--- src/rtl/vsm_sequencer.sv ---
// Job controller for the vsm lane array: clears the accumulators, feeds ACCUMULATIONS
// weight/scalar pairs one enable at a time, waits for the array to settle, then captures the result.
module vsm_sequencer #(
    parameter int SIZE          = 6,
    parameter int WIDTH         = 8,
    parameter int ACCUMULATIONS = 3,
    parameter int ADDR_W        = 4,
    parameter int DRAIN_CYCLES  = 2
) (
    input  logic                    clk,
    input  logic                    reset,
    input  logic                    start,
    input  logic                    abort,
    output logic                    busy,
    output logic                    done,
    output logic [WIDTH*SIZE-1:0]   result,
    output logic                    w_rd_en,
    output logic [ADDR_W-1:0]       w_addr,
    input  logic [WIDTH*SIZE-1:0]   w_data,
    output logic                    x_rd_en,
    output logic [ADDR_W-1:0]       x_addr,
    input  logic [WIDTH-1:0]        x_data,
    output logic                    vsm_clr_n,
    output logic                    vsm_enable,
    output logic [WIDTH*SIZE-1:0]   vsm_a,
    output logic [WIDTH-1:0]        vsm_b,
    input  logic [WIDTH*SIZE-1:0]   vsm_out
);

    localparam logic [2:0] S_IDLE  = 3'd0;
    localparam logic [2:0] S_CLEAR = 3'd1;
    localparam logic [2:0] S_FETCH = 3'd2;
    localparam logic [2:0] S_MAC   = 3'd3;
    localparam logic [2:0] S_DRAIN = 3'd4;
    localparam logic [2:0] S_DONE  = 3'd5;

    localparam int CNT_W = (DRAIN_CYCLES > 1) ? $clog2(DRAIN_CYCLES) : 1;
    localparam logic [ADDR_W-1:0] K_LAST   = ADDR_W'(ACCUMULATIONS - 1);
    localparam logic [CNT_W-1:0]  CNT_LAST = CNT_W'(DRAIN_CYCLES - 1);

    logic [2:0]            state_q, state_d;
    logic [ADDR_W-1:0]     k_q, k_d;
    logic [CNT_W-1:0]      cnt_q, cnt_d;
    logic [WIDTH*SIZE-1:0] result_q, result_d;
    logic                  busy_q, busy_d;
    logic                  done_q, done_d;
    logic                  rd_en_q, rd_en_d;
    logic [ADDR_W-1:0]     addr_q, addr_d;
    logic                  enable_q, enable_d;

    always_comb begin
        state_d  = state_q;
        k_d      = k_q;
        cnt_d    = cnt_q;
        result_d = result_q;
        case (state_q)
            S_IDLE:  if (start) state_d = S_CLEAR;
            S_CLEAR: begin
                k_d     = '0;
                state_d = S_FETCH;
            end
            S_FETCH: state_d = S_MAC;
            S_MAC: begin
                if (k_q == K_LAST) begin
                    cnt_d   = '0;
                    state_d = S_DRAIN;
                end else begin
                    k_d     = k_q + 1'b1;
                    state_d = S_FETCH;
                end
            end
            S_DRAIN: begin
                if (cnt_q == CNT_LAST) begin
                    result_d = vsm_out;
                    state_d  = S_DONE;
                end else begin
                    cnt_d = cnt_q + 1'b1;
                end
            end
            S_DONE:  state_d = S_IDLE;
            default: state_d = S_IDLE;
        endcase
        // abort overrides every transition out of a busy state and leaves the old result intact
        if (abort && (state_q != S_IDLE)) begin
            state_d  = S_IDLE;
            result_d = result_q;
        end
    end

    // Registered outputs are decoded from the next state so they line up with the state they belong to.
    always_comb begin
        busy_d   = (state_d != S_IDLE);
        done_d   = (state_d == S_DONE);
        rd_en_d  = (state_d == S_FETCH);
        enable_d = (state_d == S_MAC);
        addr_d   = (state_d == S_FETCH) ? k_d : addr_q;
    end

    always_ff @(posedge clk or negedge reset) begin
        if (!reset) begin
            state_q  <= S_IDLE;
            k_q      <= '0;
            cnt_q    <= '0;
            result_q <= '0;
            busy_q   <= 1'b0;
            done_q   <= 1'b0;
            rd_en_q  <= 1'b0;
            addr_q   <= '0;
            enable_q <= 1'b0;
        end else begin
            state_q  <= state_d;
            k_q      <= k_d;
            cnt_q    <= cnt_d;
            result_q <= result_d;
            busy_q   <= busy_d;
            done_q   <= done_d;
            rd_en_q  <= rd_en_d;
            addr_q   <= addr_d;
            enable_q <= enable_d;
        end
    end

    assign busy       = busy_q;
    assign done       = done_q;
    assign result     = result_q;
    assign w_rd_en    = rd_en_q;
    assign x_rd_en    = rd_en_q;
    assign w_addr     = addr_q;
    assign x_addr     = addr_q;
    assign vsm_enable = enable_q;
    assign vsm_a      = w_data;
    assign vsm_b      = x_data;
    assign vsm_clr_n  = reset & (state_q != S_CLEAR);

endmodule

--- config.mk ---
export PLATFORM = sky130hd
export DESIGN_NAME = vsm_sequencer
export DESIGN_NICKNAME = d
export VERILOG_FILES = /design/src/rtl/vsm_sequencer.sv
export SDC_FILE = /design/constraint.sdc
export NUM_CORES = 1
export LEC_CHECK = 0
export ABC_AREA = 1
export ABC_CLOCK_PERIOD_IN_PS = 2900
export CAP_MARGIN = 25
export CELL_PAD_IN_SITES_DETAIL_PLACEMENT = 2
export CELL_PAD_IN_SITES_GLOBAL_PLACEMENT = 2
export CORE_MARGIN = 5
export CORE_UTILIZATION = 19
export DETAILED_ROUTE_END_ITERATION = 8
export PLACE_DENSITY_LB_ADDON = 0.1
export SKIP_LAST_GASP = 1
export SLEW_MARGIN = 0
export SYNTH_ARGS = -nofsm -noshare
export SYNTH_HDL_FRONTEND = slang
export SYNTH_SLANG_ARGS = --single-unit
--- constraint.sdc ---
create_clock -name clk -period 2.9 [get_ports clk]
set_input_delay 0.29 -clock clk [delete_from_list [all_inputs] [get_ports clk]]
set_output_delay 0.29 -clock clk [all_outputs]
set_load 0.02 [all_outputs]
Word level (Yosys, flattened, before mapping)
Index checks and enable logic that the tools add are counted.
- multiply operators: 0
- reduce and logical (&&, ||, !) cells: 7
- muxes and demuxes: 10
- bitwise gates (word level): 2
- shift operators: 0
- equal/unequal tests: 10
- add/subtract/negate cells: 2
- $lt $le $gt $ge: 0
- div/mod/pow operators: 0
- operator list (operator ; count):
    one-hot mux 3 bit (5 select lines) ; 1
    equality test 3 x 2 -> 1 bit (second input constant) ; 4
    2-to-1 mux 3 bit ; 4
    one-hot mux 4 bit (2 select lines) ; 1
    equality test 3 bit (second input constant) ; 2
    nonzero test 3 bit ; 2
    adder 4 x 1 -> 4 bit (second input constant) ; 1
    equality test 4 x 2 -> 1 bit (second input constant) ; 1
    2-to-1 mux 4 bit ; 1
    equality test 3 x 1 -> 1 bit (second input constant) ; 1
    zero test 3 bit ; 1
    != test 3 x 1 -> 1 bit (second input constant) ; 1
    AND reduction 3 bit ; 1
    2-to-1 mux 1 bit ; 2
    != test 2 bit (second input constant) ; 1
    one-hot mux 1 bit (2 select lines) ; 1
    AND reduction 2 bit ; 1
    nonzero test 2 bit ; 1
    adder 1 bit (second input constant) ; 1
    bitwise AND 1 bit ; 1
    logical AND 1 bit ; 1
    NOT 1 bit ; 1
- logic and storage cells: 40
- latch bits: 0
- output and inout port bits: 118
- bits in registers: 64
- memories: 0
- memory bits (writable): 0
- ROM bits: 0
- input port bits: 108

Depth between registers and ports, before layout
Gate-level depths: netlist (run 1).
- word-level depth: 5
- gate-level depth with buffers: 9

Worst setup path before layout (run 1)
Ideal clock, no wire load.
- kind: register to register
- start: register state_q[0]
- end: register result_q[0], in the netlist result[0]
- library setup time: 0.123 ns
- cell stages (with the launch flop): 7
- arrival: 1.136 ns
- setup slack: 1.641 ns
- data required time: 2.777 ns
- buffers on the path: 2
- cells stage by stage: dfrtp_1 -> nor2_4 -> nand3_4 -> buf_6 -> clkbuf_2 -> o21ai_0 -> nand2_1
- word-level cells in the longest chain between the ends: 4
- ends and longest elaborated chain (what ; line ; text):
    from (decl) ; 41 ; logic [2:0] state_q, state_d;
    from (signal assigned) ; 111 ; state_q <= state_d;
    nonzero test 3 bit ; 84 ; if (abort && (state_q != S_IDLE)) begin
    logical AND 1 bit ; 84 ;
    NOT 1 bit (no source line) ; -- ;
    AND reduction 3 bit (no source line) * ; -- ;
    to (signal assigned) ; 114 ; result_q <= result_d;
    to (decl) ; 44 ; logic [WIDTH*SIZE-1:0] result_q, result_d;
Every way passes the cells marked *; elsewhere a longest branch is shown, timed or not.
A chain may end at the register's enable or synchronous reset.

Worst setup path after layout (run 1)
- start: register state_q[2]
- end: output port vsm_clr_n
- word-level cells in the longest chain between the ends: 2
- ends and longest elaborated chain (what ; line ; text):
    != test 3 x 1 -> 1 bit ; 133 ; assign vsm_clr_n = reset & (state_q != S_CLEAR);
    bitwise AND 1 bit ; 133 ;
    to (decl) ; 23 ; output logic vsm_clr_n,
No other way between the ends.

==> tab_implementation.tex, run 1 <==
\begin{tabular}{lr}
\hline
Metric & Value \\
\hline
\multicolumn{2}{l}{\textbf{STA}} \\
Final worst path period share & 70.3\% \\
Setup\_tns & 0 ns \\
Setup violations, final & 0 \\
F\_max & 0.491 GHz \\
Unrepaired setup endpoints after global routing & no \\
Count of final max-slew check failures & 0 \\
Slew headroom & 41.6\% \\
Max Clock Skew & 0.00632 ns \\
Min cycle time layout & 2.04 ns \\
Actual transition at the worst max-transition pin & 0.875 ns \\
Worst setup slack after layout & 0.862 ns \\
Hold Vio Cnt, Final & 0 \\
\multicolumn{2}{l}{\textbf{Worst setup path}} \\
Number of cells traversed by the worst register-to-register path & 6 \\
Kind of start point of the critical path & register \\
WP data required & 2.61 ns \\
Worst-path fanout max & 5 \\
Crit end category & output pin \\
Arrival time at the worst endpoint & 1.75 ns \\
Kind of critical path & register to output pin \\
\multicolumn{2}{l}{\textbf{Detailed routing}} \\
Remaining antenna violation count after routing & 0 \\
Overall routed net length & 10000 um \\
Met1 routed wirelength after detailed routing & 4400 um \\
First-pass DRT Iterations & 4 \\
Average detailed-routed wire length per instance & 15.8 um \\
Via/cell ratio & 3.94 \\
Highest Signal Layer & met4 \\
Wire length on met3 & 797 um \\
Count of vias placed by the detailed router & 2495 \\
Iteration-0 DRC Markers & 70 \\
Met2 WL & 4710 um \\
Number of remaining DRC errors & 0 \\
\multicolumn{2}{l}{\textbf{Die}} \\
Die Ht & 138 um \\
Area inside the core boundary & 16000 um\^{}2 \\
Starting Density & 19.5\% \\
Number of top-level design ports & 226 \\
Num rows & 46 \\
Width of the die & 138 um \\
Die area & 19100 um\^{}2 \\
\multicolumn{2}{l}{\textbf{Layout}} \\
Area delta synth->final & 37.2\% \\
Diodes inserted & 0 \\
Fin cells & 634 \\
Final core area utilization & 26.7\% \\
Layout cell share with drive strength beyond 1 & 6.46\% \\
Final nets & 523 \\
\multicolumn{2}{l}{\textbf{Clocking}} \\
Number of H-tree levels & 3 \\
Clock buffer count from CTS & 9 \\
\# resized after CTS & 0 \\
Post CTS Setup Buffer Count & 0 \\
Total number of clock tree sinks & 64 \\
Maximum count of clock buffers along a single path & 2 \\
Clock root buffer & sky130\_fd\_sc\_hd\_\_clkbuf\_16 \\
Skew-Pair Late Insertion Delay & 0.34 ns \\
Post-CTS clock slew at the launch and capture registers of the worst setup and hold paths & 0.05 ns \\
Clock tree from TritonCTS & built \\
Hold buffers post-CTS & 0 \\
\multicolumn{2}{l}{\textbf{Global route}} \\
Remaining Overflow, GRT & 0 \\
Maximum number of pins on one net before global-route repair & 65 \\
Number of antenna violations at the first check in global routing & 0 \\
Vias in the first global route & 2967 \\
Overall routing resource usage & 10.8\% \\
First-pass GRT wire length & 16300 um \\
\multicolumn{2}{l}{\textbf{Placement}} \\
Number of instances in the placed design & 618 \\
Count of buffers from port buffering & 113 \\
Setup Slack @ Placement & 1.05 ns \\
DP HPWL & 7030 um \\
Final RePlAce weighted congestion & 0.699 \\
\multicolumn{2}{l}{\textbf{Yosys}} \\
Proportion of synthesized flip-flops having asynchronous set or reset & 100\% \\
Synthesized cell area & 3120 um\^{}2 \\
Top flip-flop cell by instance count after synthesis & sky130\_fd\_sc\_hd\_\_dfrtp\_1 \\
Synth Instances & 361 \\
Number of synthesized flops with an enable pin & 0 \\
Most common library cells after synthesis & 133 x sky130\_fd\_sc\_hd\_\_nand2\_1, 64 x sky130\_fd\_sc\_hd\_\_dfrtp\_1, 62 x sky130\_fd\_sc\_hd\_\_buf\_4 \\
Cell type with the largest total area after synthesis & sky130\_fd\_sc\_hd\_\_dfrtp\_1 \\
Sequential element share of the synthesized area & 51.4\% \\
Net count after synthesis & 471 \\
Warnings, synthesis & 0 \\
Cells taking the most area after synthesis & sky130\_fd\_sc\_hd\_\_dfrtp\_1 51\%, sky130\_fd\_sc\_hd\_\_nand2\_1 16\%, sky130\_fd\_sc\_hd\_\_buf\_4 15\% \\
Most numerous cell in the Yosys netlist & sky130\_fd\_sc\_hd\_\_nand2\_1 \\
Number of flip-flops and latches in the synthesized netlist & 64 \\
Avg Cell Area, Syn & 8.63 um\^{}2 \\
Count of cell types in the netlist & 21 \\
Portion of synthesized cell area occupied by the leading cell type & 51.4\% \\
\multicolumn{2}{l}{\textbf{Power and ir drop}} \\
Power per cell area & 635 nW/um\^{}2 \\
Standby leakage power & 0.00197 uW \\
Largest voltage drop on the vdd net & 0.000281 V \\
\multicolumn{2}{l}{\textbf{Worst hold path}} \\
Class of the worst hold path & primary input to async pin \\
\multicolumn{2}{l}{\textbf{Run status}} \\
Status & finished clean \\
\multicolumn{2}{l}{\textbf{Run}} \\
Maximum capacitance violations & 0 \\
\hline
\end{tabular}
-- layer usage --
layer | vias up | global-route usage, %
met1 | 1216 | 12.6
met5 | - | 0
met2 | 93 | 17.5
met3 | 12 | 5.17
met4 | 0 | 3.90
li1 | 1174 | -
-- worst paths after layout --
path / slack [ns] / start / endpoint
min reg2reg: 0.50 / result[36]$_DFFE_PN0P_ / result[36]$_DFFE_PN0P_
max reg2reg: 1.15 / state_q[0]$_DFF_PN0_ / result[26]$_DFFE_PN0P_
min in group clk: 0.49 / abort / result[36]$_DFFE_PN0P_
min: 0.17 / reset / k_q[3]$_DFF_PN0_
max: 0.86 / state_q[2]$_DFF_PN0_ / vsm_clr_n
max in group asynchronous: 2.16 / reset / state_q[2]$_DFF_PN0_
-- layout make-up --
type,count,area [um^2]
multi-input combinational,207,915
sequential,64,1600
timing repair buffer,117,1150
clock buffer,12,236
clock inverter,4,45.0
inverter,14,52.6
fill,1855,11700
tap,216,270
-- worst max-delay path, stage by stage (launching register included) --
cell	delay, ns
sky130_fd_sc_hd__dfrtp_1	0.47
sky130_fd_sc_hd__inv_1	0.15
sky130_fd_sc_hd__a31oi_1	0.18
sky130_fd_sc_hd__clkdlybuf4s50_1	0.62
-- registers in the layout, indices dropped and copies added (netlist names) --
signal      flops
w_addr          4
k_q             4
done            1
vsm_enable      1
state_q         3
busy            1
w_rd_en         1
result         48
cnt_q           1
-- cells in the final DEF, fill, tap and decap left out, types with 4 or more instances in the layout --
master                              n
sky130_fd_sc_hd__clkdlybuf4s50_1  111
sky130_fd_sc_hd__nor2_1             4
sky130_fd_sc_hd__nand3_1            8
sky130_fd_sc_hd__nand2_1          133
sky130_fd_sc_hd__o21ai_1            7
sky130_fd_sc_hd__clkbuf_16          9
sky130_fd_sc_hd__o21ai_0           44
sky130_fd_sc_hd__inv_1             13
sky130_fd_sc_hd__dfrtp_1           64
sky130_fd_sc_hd__buf_4              5
-- through the flow --
stage,hold slack (ns),cell area [um^2],power [uW]
after floorplan,-0.00559,3120,1490
after global placement,0.474,3990,1680
after detailed placement,0.482,3990,1690
after CTS,0.208,4270,2790
after global routing,0.250,4270,2890
final,0.167,4270,2720
-- where the power goes --
part / internal [uW] / switching, uW / leakage, uW
registers: 984 / 79.3 / 0.000835
logic: 267 / 330 / 0.000995
clock network: 661 / 395 / 0.000140
total: 1910 / 804 / 0.00197
-- cell families after synthesis --
group                    after synthesis  share of synthesized area [%]
AO/OA/AOI/OAI                         53                           8.67
adder cells (fa/ha/maj)                2                          0.803
buffers and inverters                 90                           19.2
flip-flops                            64                           51.4
AND/OR/NAND/NOR                      152                           19.9
No activity file was read; power rests on OpenSTA's default activity.
==> run 2: changes to the inputs <==
- ABC_CLOCK_PERIOD_IN_PS: 2900 -> 2100
- CORE_UTILIZATION: 19 -> 18
- clock period: 2.9 -> 2.1 ns (I/O delays scaled with it)
==> tab_implementation.tex, run 2 (synthesis gave the netlist of run 1 again) <==
\begin{tabular}{lr}
\hline
Metric & Value \\
\hline
\multicolumn{2}{l}{\textbf{Run status}} \\
Status & finished clean (unchanged) \\
\multicolumn{2}{l}{\textbf{Clocking}} \\
Clock root buffer & sky130\_fd\_sc\_hd\_\_clkbuf\_16 (unchanged) \\
Clock tree from TritonCTS & built (unchanged) \\
Hold buffers post-CTS & 0 (unchanged) \\
Post CTS Setup Buffer Count & 0 (unchanged) \\
Skew-Pair Late Insertion Delay & 0.33 ns (was 0.34 ns) \\
Maximum count of clock buffers along a single path & 2 (unchanged) \\
Total number of clock tree sinks & 64 (unchanged) \\
Clock buffer count from CTS & 9 (unchanged) \\
Number of H-tree levels & 3 (unchanged) \\
Post-CTS clock slew at the launch and capture registers of the worst setup and hold paths & 0.05 ns (about the same) \\
\# resized after CTS & 0 (unchanged) \\
\multicolumn{2}{l}{\textbf{Global route}} \\
Number of antenna violations at the first check in global routing & 0 (unchanged) \\
Vias in the first global route & 2848 (was 2967) \\
Remaining Overflow, GRT & 0 (unchanged) \\
Maximum number of pins on one net before global-route repair & 65 (unchanged) \\
Overall routing resource usage & 10.5\% (was 10.8\%) \\
First-pass GRT wire length & 16300 um (about the same) \\
\multicolumn{2}{l}{\textbf{Detailed routing}} \\
First-pass DRT Iterations & 4 (unchanged) \\
Remaining antenna violation count after routing & 0 (unchanged) \\
Via/cell ratio & 3.91 (was 3.94) \\
Number of remaining DRC errors & 0 (unchanged) \\
Overall routed net length & 10100 um (was 10000 um) \\
Average detailed-routed wire length per instance & 15.8 um (about the same) \\
Iteration-0 DRC Markers & 44 (was 70) \\
Count of vias placed by the detailed router & 2519 (was 2495) \\
\multicolumn{2}{l}{\textbf{Placement}} \\
Final RePlAce weighted congestion & 0.655 (was 0.699) \\
Count of buffers from port buffering & 113 (unchanged) \\
DP HPWL & 7120 um (was 7030 um) \\
\multicolumn{2}{l}{\textbf{STA}} \\
Setup violations, final & 0 (unchanged) \\
Worst hold margin & 0.103 ns (was 0.167 ns) \\
Slew headroom & 40.9\% (was 41.6\%) \\
Final worst path period share & 93.8\% \\
Hold Vio Cnt, Final & 0 (unchanged) \\
Max Clock Skew & 0.00906 ns (was 0.00632 ns) \\
F\_max & 0.508 GHz \\
Setup\_tns & 0 ns (unchanged) \\
Min cycle time layout & 1.97 ns \\
Actual transition at the worst max-transition pin & 0.886 ns (was 0.875 ns) \\
Unrepaired setup endpoints after global routing & no (unchanged) \\
Count of final max-slew check failures & 0 (unchanged) \\
\multicolumn{2}{l}{\textbf{Die}} \\
Width of the die & 142 um (was 138 um) \\
Die Ht & 142 um (was 138 um) \\
Starting Density & 18.2\% (was 19.5\%) \\
Number of top-level design ports & 226 (unchanged) \\
Area inside the core boundary & 17100 um\^{}2 (was 16000 um\^{}2) \\
Die area & 20000 um\^{}2 (was 19100 um\^{}2) \\
Num rows & 48 (was 46) \\
\multicolumn{2}{l}{\textbf{Power and ir drop}} \\
Standby leakage power & 0.00197 uW (about the same) \\
Power per cell area & 874 nW/um\^{}2 (was 635 nW/um\^{}2) \\
Largest voltage drop on the vdd net & 0.000314 V (was 0.000281 V) \\
\multicolumn{2}{l}{\textbf{Worst setup path}} \\
Arrival time at the worst endpoint & 1.76 ns (was 1.75 ns) \\
Kind of start point of the critical path & register (unchanged) \\
Kind of critical path & register to output pin (unchanged) \\
WP data required & 1.89 ns (was 2.61 ns) \\
Crit end category & output pin (unchanged) \\
Worst-path fanout max & 5 (unchanged) \\
\multicolumn{2}{l}{\textbf{Layout}} \\
Layout cell share with drive strength beyond 1 & 6.92\% (was 6.46\%) \\
Most common cell after layout, fill and taps aside & sky130\_fd\_sc\_hd\_\_nand2\_1 (unchanged) \\
Commonest cells after routing, fill and taps aside & 133 x sky130\_fd\_sc\_hd\_\_nand2\_1, 111 x sky130\_fd\_sc\_hd\_\_clkdlybuf4s50\_1, 64 x sky130\_fd\_sc\_hd\_\_dfrtp\_1, 44 x sky130\_fd\_sc\_hd\_\_o21ai\_0, 13 x sky130\_fd\_sc\_hd\_\_inv\_1 (unchanged) \\
Final nets & 524 (was 523) \\
Number of flip-flops under the largest register name & 48 (unchanged) \\
Area delta synth->final & 38.0\% (was 37.2\%) \\
Diodes inserted & 0 (unchanged) \\
\multicolumn{2}{l}{\textbf{Run}} \\
Maximum capacitance violations & 0 (unchanged) \\
\multicolumn{2}{l}{\textbf{Worst hold path}} \\
Class of the worst hold path & primary input to async pin (unchanged) \\
\hline
\end{tabular}
[run 2: cell count changes in the layout (fill, tap and decap cells not counted), sizes merged]
cell	delta
clkbuf	+2
bufinv	-1
clkinvlp	+1
clkinv	-2
buf	+1
[run 2: power by group]
group          internal [uW]  switching [uW]
sequential              1360             108
combinational            368             462
clock                    895             564
[run 2: per-layer routing]
layer | GRT usage (%) | vias up | share of wire (%)
li1 | - | 1175 | -
met5 | 0 | - | 0
met3 | 5.06 | 21 | 10
met4 | 4.24 | 0 | 1.7
met1 | 13.1 | 1227 | 43
met2 | 15.5 | 96 | 45
[run 2: final cells by class]
type	count	area [um^2]
clock inverters	2	12.5
repair buffers	118	1160
inverters	14	52.6
fillers	1949	12800
clock buffers	14	274
multi-input cells	207	915
well taps	225	282
flip-flops and latches	64	1600
[run 2: stage by stage]
step	instance area [um^2]	power (uW)	std cells	setup WS [ns]	utilization, %
2_1_floorplan	3120	2050	361	0.841	-
3_3_place_gp	4010	2340	628	0.435	23.4
3_5_place_dp	4010	2350	628	0.465	23.4
4_1_cts	4300	3860	644	0.0939	25.1
5_1_grt	4300	3990	644	0.00245	25.1
6_report	4300	3760	644	0.131	25.1
[run 2: final timing paths]
| check | start | to | slack, ns | cells after the start |
|---|---|---|---|---|
| hold reg to reg | result[41]$_DFFE_PN0P_ | result[41]$_DFFE_PN0P_ | 0.48 | 2 |
| setup / recovery | state_q[2]$_DFF_PN0_ | vsm_clr_n | 0.13 | 3 |
| max in group asynchronous | reset | result[41]$_DFFE_PN0P_ | 1.43 | 2 |
| min in group clk | abort | result[8]$_DFFE_PN0P_ | 0.33 | 3 |
| hold / removal | reset | busy$_DFF_PN0_ | 0.10 | 2 |
| setup reg to reg | state_q[1]$_DFF_PN0_ | result[4]$_DFFE_PN0P_ | 0.55 | 5 |
[run 2: critical path, stage by stage, from the launching register on]
cell and delay [ns]:
sky130_fd_sc_hd__dfrtp_1 0.47, sky130_fd_sc_hd__inv_1 0.13, sky130_fd_sc_hd__a31oi_1 0.19, sky130_fd_sc_hd__clkdlybuf4s50_1 0.64
==> run 3: changes to the inputs <==
- CTS_CLUSTER_DIAMETER: unset -> 120
- HOLD_SLACK_MARGIN: unset -> 0.12
==> results of run 3 <==
No change in the layout: final DEF, timing and power equal those of run 2.
